<file path="src/rtl/error_lock_monitor_if.sv">
// Sample/result bundle between the ADPLL phase-error source and the lock monitor.
interface error_lock_monitor_if #(
    parameter int unsigned WIDTH = 8
);
    logic             sample_i;
    logic [WIDTH-1:0] error_i;
    logic [WIDTH-1:0] avg_o;
    logic             avg_valid_o;
    logic [WIDTH-1:0] peak_o;
    logic             locked_o;
    logic             lock_lost_o;

    // Error producer side (ADPLL / testbench)
    modport master (
        output sample_i,
        output error_i,
        input  avg_o,
        input  avg_valid_o,
        input  peak_o,
        input  locked_o,
        input  lock_lost_o
    );

    // Monitor side
    modport slave (
        input  sample_i,
        input  error_i,
        output avg_o,
        output avg_valid_o,
        output peak_o,
        output locked_o,
        output lock_lost_o
    );
endinterface

</file>
<file path="src/rtl/error_lock_monitor.sv">
// Windowed average / peak of the ADPLL phase error with hysteretic lock detect.
module error_lock_monitor #(
    parameter int unsigned WIDTH        = 8,
    parameter int unsigned LOG2_SAMPLES = 4,
    parameter int unsigned LOCK_THRESH  = 2,
    parameter int unsigned LOCK_COUNT   = 8
) (
    input  logic clk_i,
    input  logic reset_i,
    error_lock_monitor_if.slave bus
);

    localparam int unsigned ACC_W  = WIDTH + LOG2_SAMPLES;
    localparam int unsigned CNT_W  = LOG2_SAMPLES;
    localparam int unsigned LCNT_W = 8;

    localparam logic [WIDTH:0]       THRESH_GOOD = (WIDTH+1)'(LOCK_THRESH);
    localparam logic [WIDTH:0]       THRESH_BAD  = (WIDTH+1)'(2 * LOCK_THRESH);
    localparam logic [LCNT_W-1:0]    LCNT_TARGET = LCNT_W'(LOCK_COUNT);
    localparam logic [WIDTH-1:0]     ERR_MIN     = {1'b1, {(WIDTH-1){1'b0}}};
    localparam logic [WIDTH-1:0]     ERR_MAX_MAG = {1'b0, {(WIDTH-1){1'b1}}};

    typedef enum logic [1:0] {
        UNLOCKED  = 2'd0,
        ACQUIRING = 2'd1,
        LOCKED    = 2'd2
    } state_t;

    // Window accumulation state
    logic signed [ACC_W-1:0] acc_q;
    logic [WIDTH-1:0]        run_peak_q;
    logic [CNT_W-1:0]        count_q;

    // Registered outputs
    logic signed [WIDTH-1:0] avg_q;
    logic [WIDTH-1:0]        peak_q;
    logic                    avg_valid_q;
    logic                    locked_q;
    logic                    lock_lost_q;

    // Lock FSM
    state_t            state_q, state_d;
    logic [LCNT_W-1:0] lockcnt_q, lockcnt_d;
    logic              lock_lost_d;

    // Datapath combinational signals
    logic signed [WIDTH-1:0] err;
    logic signed [ACC_W-1:0] err_ext;
    logic signed [ACC_W-1:0] acc_sum;
    logic [WIDTH-1:0]        abs_err;
    logic [WIDTH-1:0]        peak_next;
    logic                    window_close;
    logic signed [WIDTH-1:0] avg_new;
    logic signed [WIDTH:0]   avg_ext;
    logic [WIDTH:0]          abs_avg;
    logic                    good_win;
    logic                    bad_win;

    // Sample arithmetic: extended sum, saturating magnitude, new average
    always_comb begin
        err       = $signed(bus.error_i);
        err_ext   = {{LOG2_SAMPLES{err[WIDTH-1]}}, err};
        acc_sum   = acc_q + err_ext;
        if (!err[WIDTH-1]) begin
            abs_err = bus.error_i;
        end else if (bus.error_i == ERR_MIN) begin
            abs_err = ERR_MAX_MAG;
        end else begin
            abs_err = WIDTH'(-err);
        end
        peak_next    = (abs_err > run_peak_q) ? abs_err : run_peak_q;
        window_close = bus.sample_i && (count_q == {CNT_W{1'b1}});
        avg_new      = WIDTH'(acc_sum >>> LOG2_SAMPLES);
        avg_ext      = {avg_new[WIDTH-1], avg_new};
        abs_avg      = avg_new[WIDTH-1] ? $unsigned(-avg_ext) : $unsigned(avg_ext);
        good_win     = (abs_avg <= THRESH_GOOD);
        bad_win      = (abs_avg > THRESH_BAD);
    end

    // Accumulate samples and publish average/peak at window close
    always_ff @(posedge clk_i or posedge reset_i) begin
        if (reset_i) begin
            acc_q       <= '0;
            run_peak_q  <= '0;
            count_q     <= '0;
            avg_q       <= '0;
            peak_q      <= '0;
            avg_valid_q <= 1'b0;
        end else begin
            avg_valid_q <= 1'b0;
            if (bus.sample_i) begin
                if (window_close) begin
                    acc_q       <= '0;
                    run_peak_q  <= '0;
                    count_q     <= '0;
                    avg_q       <= avg_new;
                    peak_q      <= peak_next;
                    avg_valid_q <= 1'b1;
                end else begin
                    acc_q      <= acc_sum;
                    run_peak_q <= peak_next;
                    count_q    <= count_q + CNT_W'(1);
                end
            end
        end
    end

    // Lock FSM state register and registered lock outputs
    always_ff @(posedge clk_i or posedge reset_i) begin
        if (reset_i) begin
            state_q     <= UNLOCKED;
            lockcnt_q   <= '0;
            locked_q    <= 1'b0;
            lock_lost_q <= 1'b0;
        end else begin
            state_q     <= state_d;
            lockcnt_q   <= lockcnt_d;
            locked_q    <= (state_d == LOCKED);
            lock_lost_q <= lock_lost_d;
        end
    end

    // Lock FSM next state, evaluated only on the window-closing strobe
    always_comb begin
        state_d     = state_q;
        lockcnt_d   = lockcnt_q;
        lock_lost_d = 1'b0;
        if (window_close) begin
            unique case (state_q)
                UNLOCKED: begin
                    if (good_win) begin
                        lockcnt_d = LCNT_W'(1);
                        state_d   = (LCNT_TARGET == LCNT_W'(1)) ? LOCKED : ACQUIRING;
                    end
                end
                ACQUIRING: begin
                    if (good_win) begin
                        lockcnt_d = lockcnt_q + LCNT_W'(1);
                        if (lockcnt_d == LCNT_TARGET) begin
                            state_d = LOCKED;
                        end
                    end else begin
                        lockcnt_d = '0;
                        state_d   = UNLOCKED;
                    end
                end
                LOCKED: begin
                    if (bad_win) begin
                        lockcnt_d   = '0;
                        state_d     = UNLOCKED;
                        lock_lost_d = 1'b1;
                    end
                end
                default: begin
                    lockcnt_d = '0;
                    state_d   = UNLOCKED;
                end
            endcase
        end
    end

    // Drive interface outputs from registers
    assign bus.avg_o       = avg_q;
    assign bus.peak_o      = peak_q;
    assign bus.avg_valid_o = avg_valid_q;
    assign bus.locked_o    = locked_q;
    assign bus.lock_lost_o = lock_lost_q;

endmodule

</file>
<file path="src/flat_wrapper.sv">
// flat-port wrapper written by rule: the top's interface ports become plain ports
module error_lock_monitor_flat 
#(
    parameter int unsigned WIDTH        = 8,
    parameter int unsigned LOG2_SAMPLES = 4,
    parameter int unsigned LOCK_THRESH  = 2,
    parameter int unsigned LOCK_COUNT   = 8
)
  (clk_i, reset_i, bus_sample_i, bus_error_i, bus_avg_o, bus_avg_valid_o, bus_peak_o, bus_locked_o, bus_lock_lost_o);
  error_lock_monitor_if #(.WIDTH(WIDTH)) bus_i ();
  input  logic clk_i;
  input  logic reset_i;
  input wire logic [$bits(bus_i.sample_i)-1:0] bus_sample_i;
  input wire logic [$bits(bus_i.error_i)-1:0] bus_error_i;
  output wire logic [$bits(bus_i.avg_o)-1:0] bus_avg_o;
  output wire logic [$bits(bus_i.avg_valid_o)-1:0] bus_avg_valid_o;
  output wire logic [$bits(bus_i.peak_o)-1:0] bus_peak_o;
  output wire logic [$bits(bus_i.locked_o)-1:0] bus_locked_o;
  output wire logic [$bits(bus_i.lock_lost_o)-1:0] bus_lock_lost_o;
  assign bus_i.sample_i = bus_sample_i;
  assign bus_i.error_i = bus_error_i;
  assign bus_avg_o = bus_i.avg_o;
  assign bus_avg_valid_o = bus_i.avg_valid_o;
  assign bus_peak_o = bus_i.peak_o;
  assign bus_locked_o = bus_i.locked_o;
  assign bus_lock_lost_o = bus_i.lock_lost_o;
  error_lock_monitor #(.WIDTH(WIDTH), .LOG2_SAMPLES(LOG2_SAMPLES), .LOCK_THRESH(LOCK_THRESH), .LOCK_COUNT(LOCK_COUNT)) u_core (.clk_i(clk_i), .reset_i(reset_i), .bus(bus_i));
endmodule
</file>
<file path="config.mk">
export PLATFORM = sky130hd
export DESIGN_NAME = error_lock_monitor_flat
export DESIGN_NICKNAME = d
export VERILOG_FILES = /design/src/rtl/error_lock_monitor_if.sv /design/src/rtl/error_lock_monitor.sv /design/src/flat_wrapper.sv
export SDC_FILE = /design/constraint.sdc
export NUM_CORES = 1
export LEC_CHECK = 0
export CAP_MARGIN = 20
export CORE_MARGIN = 4
export CORE_UTILIZATION = 27
export DETAILED_ROUTE_END_ITERATION = 8
export GPL_TIMING_DRIVEN = 0
export PLACE_DENSITY = 0.5
export SKIP_LAST_GASP = 1
export SLEW_MARGIN = 40
export SYNTH_ARGS = -nofsm -noshare
export SYNTH_HDL_FRONTEND = slang
export SYNTH_SLANG_ARGS = --single-unit
</file>
<file path="constraint.sdc">
create_clock -name clk_i -period 4.8 [get_ports clk_i]
set_input_delay 0.96 -clock clk_i [delete_from_list [all_inputs] [get_ports clk_i]]
set_output_delay 0.96 -clock clk_i [all_outputs]
set_load 0.05 [all_outputs]
</file>
==> results_dict.tcl, run 1 <==
set metrics [dict create \
    synth.distinct_cells 66 \
    die_y_um 122 \
    vias 2899 \
    core-area_um2 12700 \
    cp.arrival_ns 4.65 \
    worstSetupStartpoint "bus_error_i[4]" \
    start_util_pct 27.8 \
    synth_seq_cells 53 \
    synth_area_um2 3520 \
    worst_pin_slew_ns 0.594 \
    r2r_slack_ns 1.01 \
    vias_per_cell 4.91 \
    p_clk_share_pct 12.2 \
    final_util_pct 33.6 \
    r2r_cells 19 \
    stdcell_area_um2 4260 \
    synth.avg_cell_area_um2 9.28 \
    critical_path_class "input port to flip-flop" \
    synthFlopType "dfrtp_1" \
    finalSetupViolations 0 \
    post-route-period-util_pct 92.3 \
    wl_per_cell_um 14.8 \
    r2r-end "u_core.lockcnt_q[7]$_DFFE_PP0P_" \
    place_hpwl_um 6690 \
    grt-ovfl-total 0 \
    peakVddDrop_v 0.000206 \
    ant_nets 0 \
    relSlewSlack_pct 60.4 \
    n_antenna_cell 0 \
    clock-sinks 53 \
    clock_latency_ns 0.30 \
    crit_chain "clkdlybuf4s50_1 -> ha_1 -> a21oi_1 -> o21ai_2 -> xnor2_2 -> ha_1 -> inv_2 -> nand3_1 -> o221ai_1 -> a211oi_1 -> xnor2_1 -> a21oi_2 -> nor4b_2 -> and3_1 -> buf_2 -> a41oi_1 -> a21oi_1" \
    switching_share_pct 47.6 \
    drt-initial-drc-count 216 \
    rr_startpoint "u_core.acc_q[0]$_DFFE_PP0P_" \
    layout_setup_ws_ns 0.371 \
    finalWirelength_um 8750 \
    dpl.cell_count 581 \
    cts_tree "yes" \
    maxCapViolations 0 \
    place_congestion 0.781 \
    synth_area_leader_cell "dfrtp_1" \
    synth_top_cell_area_share_pct 37.7 \
    total_power_mw 3.08 \
    cts_hold_buf 0 \
    grt_pass1_vias 2885 \
    async_reset_ff_share_pct 100 \
    nets 454 \
    cp_max_fo 6 \
    drive_gt1_share_pct 11.2 \
    fin_crit_ns 4.43 \
    critPathLaunchType "input port" \
    hold_viol 0 \
    worstPathRequired_ns 5.02 \
    synth_nets 415 \
    grt_max_degree 33 \
    fin_worst_skew_ns 0.00644 \
    rows 41 \
    switchingPower_mw 1.47 \
    port_buffers 29 \
    track_usage_pct 12.3 \
    ios 30 \
    drc 0 \
    intPower_mw 1.61 \
    htree_levels 2 \
    antenna_found_initial 0 \
    status "complete, no violations" \
    finalNonFillerCells 591 \
    synth_enable_flop_cells 0 \
    grt_pass1_wl_um 14500 \
    cts.clk_slew.worst_paths_ns 0.07 \
    yosys_warnings 0 \
    cp-end-kind "flip-flop" \
    cts_buffers 5 \
    crit_path_end "u_core.lockcnt_q[7]$_DFFE_PP0P_" \
    crit_slowest_cell "clkdlybuf4s50_1" \
    power_leakage_nw 1.87 \
    max_freq_ghz 0.226 \
    fin_hold_ws_ns 0.484 \
    placed_area_um2 4050 \
    synthTopCellsByArea "dfrtp_1 38%, ha_1 8.5%, o21ai_0 4.3%" \
    ys_seq_area_share_pct 37.7 \
    dp_slack_ns -0.639 \
    layout_commonest_cell "dfrtp_1" \
    comb_power_share_pct 64.2 \
    syn_inst 379 \
    grt_setup_unrepaired "false" \
    dieArea_um2 14900 \
    die_w_um 122 \
    seqPwrFrac_pct 23.6 \
    clk_root_buffer_cell "clkbuf_16" \
    setup_tns_ns 0 \
    hold_path.class "flip-flop to flip-flop" \
    slew_viol_final 0 \
    mostFrequentLayoutCells "53 x dfrtp_1, 38 x nand2_1, 32 x inv_1" \
    clock_path_buffers 2 \
    dr.pass1.iters 4 \
    max_stage_delay_ns 0.50 \
    power_density_nw_per_um2 723 \
    syn2layout_area_growth_pct 21.1 \
]
-- power by group through the flow --
stage	clock network (mW)	registers [mW]	logic (mW)
floorplan	0	0.914	1.25
global placement	0	0.730	1.85
detailed placement	0	0.737	1.89
CTS	0.392	0.729	1.96
global route	0.413	0.747	2.18
finish	0.377	0.726	1.98
-- worst min-delay path by stage --
stage / slack (ns) / start / endpoint / cells past startpoint
after global placement: 0.47 / u_core.bus.peak_o[3]$_DFFE_PP0P_ / u_core.bus.peak_o[3]$_DFFE_PP0P_ / 2
after CTS: 0.49 / u_core.bus.peak_o[3]$_DFFE_PP0P_ / u_core.bus.peak_o[3]$_DFFE_PP0P_ / 2
final: 0.48 / u_core.bus.peak_o[7]$_DFFE_PP0P_ / u_core.bus.peak_o[7]$_DFFE_PP0P_ / 2
after floorplan: 0.45 / u_core.count_q[3]$_DFFE_PP0P_ / u_core.count_q[3]$_DFFE_PP0P_ / 1
after global routing: 0.52 / u_core.bus.peak_o[1]$_DFFE_PP0P_ / u_core.bus.peak_o[1]$_DFFE_PP0P_ / 2
after detailed placement: 0.47 / u_core.bus.peak_o[3]$_DFFE_PP0P_ / u_core.bus.peak_o[3]$_DFFE_PP0P_ / 2
-- cells by family after synthesis --
group	synth area share (%)
buf+inv	5.76
xor+xnor	4.94
flops	37.7
fa+ha+maj	9.10
compound gates	22.1
simple gates	16.5
mux	3.91
-- cells in the mapped netlist (5+ instances only) --
master,n
dfrtp_1,53
nand2_1,38
inv_1,34
o21ai_0,30
ha_1,24
a21oi_1,23
o22ai_1,17
nand3_1,14
nor2_1,11
mux2i_1,10
clkbuf_1,9
nor3_1,8
xor2_1,8
nand2b_1,7
a211oi_1,5
a21o_1,5
nand4_1,5
xnor2_1,5
-- worst max-delay path: cells and delay by family --
kind / cells / cell delay [ns]
AOI/OAI and AO/OA: 7 / 1.30
xor gates and xnor gates: 2 / 0.43
adders and majority gates: 2 / 0.68
buffers and inverters: 3 / 0.75
and+or+nand+nor: 3 / 0.53
-- registers in the layout (all words and copies together) (netlist names) --
signal / count
u_core.run_peak_q: 8
u_core.bus.locked_o: 1
u_core.state_q: 2
u_core.bus.avg_o: 8
u_core.lockcnt_q: 8
u_core.bus.avg_valid_o: 1
u_core.bus.peak_o: 8
u_core.count_q: 4
u_core.acc_q: 12
u_core.bus.lock_lost_o: 1
-- what timing repair did --
action | in CTS | in global routing
gates resized for setup | 3 | 8
setup buffers | 2 | 0
cloned | 0 | 0
setup endpoints to repair | 11 | 12
pin swaps | 1 | 1
-- metal layers --
metal  vias up  global-route usage [%]  wire (µm)
li1       1451                       -          -
met1      1385                    16.0       4030
met2        49                    20.6       4230
met3        14                    2.27        321
met4         0                    4.06        173
met5         -                       0          0
-- final cells by class --
type / count / area (µm²)
sequential: 53 / 1330
clock buffer: 6 / 139
clock inverter: 2 / 13.8
tap: 172 / 215
fill: 1329 / 8410
multi-input combinational: 277 / 2030
inverter: 35 / 134
timing repair buffer: 32 / 330
buffer: 14 / 71.3
Note: power is estimated with default switching activity, not from simulation.
==> inputs of run 2 (changes only) <==
--- a/config.mk
+++ b/config.mk
@@ -10,7 +10,7 @@
 export CORE_UTILIZATION = 27
 export DETAILED_ROUTE_END_ITERATION = 8
 export GPL_TIMING_DRIVEN = 0
-export PLACE_DENSITY = 0.5
+export REMOVE_ABC_BUFFERS = 1
 export SKIP_LAST_GASP = 1
 export SLEW_MARGIN = 40
 export SYNTH_ARGS = -nofsm -noshare
==> run 2 against run 1 <==
Effect of this change: sequential power about the same; setup slack got worse by 0.090 ns; critical path depth is 5 lower; non-clock buffer count down 10; cell count is 1.7% lower; fmax down 2.0%; clock power rose by 2%; routed wire length is 8.7% lower; via count fell by 1.6%; critical endpoint is now u_core.lockcnt_q[3]$_DFFE_PP0P_; largest cell class unchanged.
==> results_dict.tcl, run 2 (same netlist as run 1, synthesis figures left out) <==
set metrics [dict create \
    drive_gt1_share_pct 12.0 \
    max_freq_ghz 0.221 \
    ant_nets 0 \
    syn2layout_area_growth_pct 20.8 \
    crit_path_end "u_core.lockcnt_q[3]$_DFFE_PP0P_" \
    clock_path_buffers 2 \
    dp_slack_ns -0.540 \
    cts_tree "yes" \
    total_power_mw 3.05 \
    nets 444 \
    worstPathRequired_ns 5.01 \
    peakVddDrop_v 0.000323 \
    setup_tns_ns 0 \
    rr_startpoint "u_core.acc_q[0]$_DFFE_PP0P_" \
    dieArea_um2 14900 \
    dpl.cell_count 570 \
    largest_reg_flops 12 \
    place_hpwl_um 6030 \
    clk_root_buffer_cell "clkbuf_16" \
    layout_setup_ws_ns 0.281 \
    fin_crit_ns 4.52 \
    hold_viol 0 \
    r2r_cells 18 \
    hold_path.class "flip-flop to flip-flop" \
    finalSetupViolations 0 \
    finalNonFillerCells 581 \
    htree_levels 2 \
    rows 41 \
    port_buffers 29 \
    stdcell_area_um2 4250 \
    layout_commonest_cell "dfrtp_1" \
    switching_share_pct 47.1 \
    ios 30 \
    r2r_slack_ns 1.05 \
    regMostFlops "u_core.acc_q" \
    grt_pass1_wl_um 14100 \
    die_w_um 122 \
    critical_path_class "input port to flip-flop" \
    place_congestion 0.838 \
    cts_buffers 5 \
    antenna_found_initial 0 \
    wl_per_cell_um 13.8 \
    slew_viol_final 0 \
    cp_max_fo 15 \
    comb_power_share_pct 63.7 \
    finalWirelength_um 7990 \
    grt_pass1_vias 2945 \
    n_antenna_cell 0 \
    worstSetupStartpoint "bus_error_i[7]" \
    status "complete, no violations" \
    start_util_pct 27.8 \
    drc 0 \
    critPathLaunchType "input port" \
    placed_area_um2 4000 \
    switchingPower_mw 1.44 \
    mostFrequentLayoutCells "53 x dfrtp_1, 38 x nand2_1, 32 x inv_1" \
    seqPwrFrac_pct 23.7 \
    cts.clk_slew.worst_paths_ns 0.07 \
    intPower_mw 1.62 \
    post-route-period-util_pct 94.1 \
    core-area_um2 12700 \
    relSlewSlack_pct 55.2 \
    die_y_um 122 \
    maxCapViolations 0 \
    vias_per_cell 4.91 \
    power_density_nw_per_um2 719 \
    power_leakage_nw 1.85 \
    vias 2853 \
    worst_pin_slew_ns 0.671 \
    dr.pass1.iters 4 \
    r2r-end "u_core.lockcnt_q[3]$_DFFE_PP0P_" \
    cp-end-kind "flip-flop" \
    p_clk_share_pct 12.6 \
    track_usage_pct 11.6 \
    clock-sinks 53 \
    drt-initial-drc-count 138 \
    grt_max_degree 41 \
    grt-ovfl-total 0 \
    fin_worst_skew_ns 0.00380 \
    cp.arrival_ns 4.73 \
    clock_latency_ns 0.29 \
]
-- run 2: cell types whose count changed in the layout (fill, tap and decap cells not counted), sizes merged --
cell / delta
clkinv: -1
clkbuf: -9
buf: +1
dlymetal6s2s: -1
-- run 2: power by group through the flow --
stage	combinational [mW]	sequential [mW]	clock, mW
final	1.95	0.724	0.384
after floorplan	1.21	0.913	0
after global routing	2.15	0.747	0.424
after global placement	1.78	0.721	0
after detailed placement	1.82	0.730	0
after CTS	1.87	0.722	0.399
-- run 2: stage by stage --
stage | util, % | hold slack, ns
2_1_floorplan | - | 0.451
3_3_place_gp | 31.2 | 0.461
3_5_place_dp | 31.6 | 0.469
4_1_cts | 33.0 | 0.485
5_1_grt | 33.5 | 0.517
6_report | 33.5 | 0.476
-- run 2: routing by layer --
layer / vias to the layer above / share of wire (%) / global-route usage [%]
met1: 1378 / 48 / 14.9
met2: 41 / 48 / 20.0
met5: - / 0 / 0
li1: 1428 / - / -
met3: 6 / 3.2 / 3.30
met4: 0 / 0.56 / 1.96
-- run 2: how the worst min path moves through the flow --
stage	from	slack, ns	endpoint	cells after the start
final	u_core.bus.peak_o[3]$_DFFE_PP0P_	0.48	u_core.bus.peak_o[3]$_DFFE_PP0P_	2
after floorplan	u_core.count_q[3]$_DFFE_PP0P_	0.45	u_core.count_q[3]$_DFFE_PP0P_	1
after global placement	u_core.bus.peak_o[2]$_DFFE_PP0P_	0.46	u_core.bus.peak_o[2]$_DFFE_PP0P_	2
after CTS	u_core.bus.peak_o[3]$_DFFE_PP0P_	0.48	u_core.bus.peak_o[3]$_DFFE_PP0P_	2
after detailed placement	u_core.bus.peak_o[3]$_DFFE_PP0P_	0.47	u_core.bus.peak_o[3]$_DFFE_PP0P_	2
after global routing	u_core.bus.peak_o[0]$_DFFE_PP0P_	0.52	u_core.bus.peak_o[0]$_DFFE_PP0P_	2
-- run 2: layout make-up --
type                    instances  area, µm²
repair buffers                 36        360
multi-input cells             277       2060
clock inverters                 1       5.00
well taps                     172        215
inverters                      35        134
fillers                      1293       8420
flip-flops and latches         53       1330
clock buffers                   7        153
-- run 2: what timing repair did --
item                                    CTS  global route
pin swaps                                 1             4
gates resized for setup                   4            13
buffers inserted                          1             2
endpoints found under the setup margin    9            12
hold buffers                              0             0
-- run 2: worst max-delay path, stage by stage --
cell and delay [ns]:
clkdlybuf4s50_1 0.73, ha_1 0.58, a21o_1 0.24, a21oi_1 0.25
o21ai_0 0.14, a211o_1 0.43, o32a_1 0.22, o2111a_1 0.17
or2_4 0.26, a311oi_1 0.44, nor2_2 0.14, a21oi_1 0.17
==> inputs of run 3 (changes only) <==
--- a/config.mk
+++ b/config.mk
@@ -6,7 +6,7 @@
 export NUM_CORES = 1
 export LEC_CHECK = 0
 export CAP_MARGIN = 20
-export CORE_MARGIN = 4
+export CORE_MARGIN = 2
 export CORE_UTILIZATION = 27
 export DETAILED_ROUTE_END_ITERATION = 8
 export GPL_TIMING_DRIVEN = 0
==> run 3 against run 2 <==
Effect of this change: first-iteration DRC count shrank 34%; largest power group unchanged; count of clock-buffer cells in the layout is 2 lower; setup slack lost 0.054 ns; sequential power decreased by 0.7%.
==> results_dict.tcl, run 3 (same netlist as run 1, synthesis figures left out) <==
set metrics [dict create \
    status "complete, no violations" \
    cts.clk_slew.worst_paths_ns 0.07 \
    cts_buffers 5 \
    maxCapViolations 0 \
    place_hpwl_um 5830 \
    grt_pass1_wl_um 13300 \
    vias 2882 \
    drt-initial-drc-count 91 \
    power_density_nw_per_um2 729 \
    peakVddDrop_v 0.000299 \
    placed_area_um2 4000 \
    grt.busiest_layer "met2" \
    fin_worst_skew_ns 0.00851 \
    final_util_pct 33.2 \
    largest_reg_flops 12 \
    nets 444 \
    wl_per_cell_um 13.6 \
    cp_max_fo 6 \
    max_freq_ghz 0.219 \
    cp-end-kind "flip-flop" \
    place_congestion 0.835 \
    cp.arrival_ns 4.79 \
    stdcell_area_um2 4210 \
    rows 41 \
    setup_tns_ns 0 \
    grt-ovfl-total 0 \
    start_util_pct 27.8 \
    met1_usage_pct 14.6 \
    drc 0 \
    track_usage_pct 11.5 \
    hold_path.class "flip-flop to flip-flop" \
    htree_levels 2 \
    cts_tree "yes" \
    finalWirelength_um 7910 \
    critical_path_class "input port to flip-flop" \
    critPathLaunchType "input port" \
    clock_latency_ns 0.30 \
    grt_max_degree 39 \
    fin_crit_ns 4.57 \
    regMostFlops "u_core.acc_q" \
    port_buffers 29 \
    n_antenna_cell 0 \
    worst_pin_slew_ns 0.689 \
    grt_pass1_vias 2800 \
    vias_per_cell 4.96 \
    grtUsageMet3_pct 2.12 \
    ios 30 \
    clock-sinks 53 \
    fin_hold_ws_ns 0.477 \
    die_w_um 118 \
    mostFrequentLayoutCells "53 x dfrtp_1, 38 x nand2_1, 32 x inv_1" \
    clk_root_buffer_cell "clkbuf_16" \
    clock_path_buffers 2 \
    relSlewSlack_pct 54.0 \
    core-area_um2 12700 \
    dr.pass1.iters 4 \
    ant_nets 0 \
    post-route-period-util_pct 95.3 \
    hold_viol 0 \
    use_met2_pct 19.7 \
    slew_viol_final 0 \
    syn2layout_area_growth_pct 19.5 \
    layout_commonest_cell "dfrtp_1" \
    worstPathRequired_ns 5.02 \
    dieArea_um2 14000 \
    power_leakage_nw 1.84 \
    drive_gt1_share_pct 11.7 \
    finalSetupViolations 0 \
    die_y_um 118 \
    antenna_found_initial 0 \
]
==> run 3: cell types whose count changed in the layout (fill, tap and decap cells not counted), sizes merged <==
cell      previous run  this run
clkinvlp             0         1
clkinv               1         2
clkbuf               7         5
==> run 3: path summary, 6_finish.rpt <==
path                                                     to  cells past startpoint  slack, ns                             start
hold reg to reg            u_core.bus.peak_o[4]$_DFFE_PP0P_                      2       0.48  u_core.bus.peak_o[4]$_DFFE_PP0P_
setup / recovery            u_core.lockcnt_q[3]$_DFFE_PP0P_                     17       0.23                    bus_error_i[4]
max in group asynchronous     u_core.bus.locked_o$_DFF_PP0_                      3       3.39                           reset_i
setup reg to reg            u_core.lockcnt_q[3]$_DFFE_PP0P_                     19       0.99       u_core.acc_q[0]$_DFFE_PP0P_
min in group asynchronous  u_core.bus.peak_o[3]$_DFFE_PP0P_                      2       0.94                           reset_i
hold / removal             u_core.bus.peak_o[4]$_DFFE_PP0P_                      2       0.48  u_core.bus.peak_o[4]$_DFFE_PP0P_
==> run 3: area by class of cell <==
type                    instances  area (µm²)
repair buffers                 36         357
multi-input cells             277        2030
fillers                      1320        8470
well taps                     172         215
clock buffers                   5         125
clock inverters                 3        17.5
inverters                      35         134
flip-flops and latches         53        1330
==> run 3: routing by layer <==
layer | wire, µm | vias up
met5 | 0 | -
met4 | 102 | 0
li1 | - | 1433
met1 | 3690 | 1389
met2 | 3860 | 53
met3 | 260 | 7
==> run 3: worst max-delay path, stage by stage <==
cell and delay (ns):
clkdlybuf4s50_1 0.51, ha_1 0.45, a21oi_1 0.28, o21ai_2 0.11, xnor2_2 0.30, ha_1 0.27, inv_2 0.08, nand3_1 0.11
o221ai_1 0.12, a211oi_1 0.34, xnor2_1 0.15, a21oi_2 0.19, buf_4 0.15, nor4b_1 0.21, and3_2 0.29, a41oi_1 0.12
a21oi_1 0.13
==> run 3: power breakdown <==
part / switching (mW) / internal, mW
Clock: 0.172 / 0.192
Sequential: 0.109 / 0.610
Combinational: 1.18 / 0.798
Total: 1.47 / 1.60
==> run 3: stage by stage <==
stage | power (mW) | instances | worst slack, ns
after global routing | 3.31 | 581 | -0.0511
after floorplan | 2.13 | 365 | 0.622
after global placement | 2.50 | 566 | -0.685
after CTS | 2.97 | 579 | 0.0102
after detailed placement | 2.55 | 570 | -0.571
final | 3.07 | 581 | 0.227
==> run 3: repair_timing <==
action | 4_1_cts | 5_1_grt
resized for setup | 2 | 11
pin swaps | 1 | 4
setup endpoints to repair | 10 | 11
hold buffers | 0 | 0
setup buffers | 1 | 2
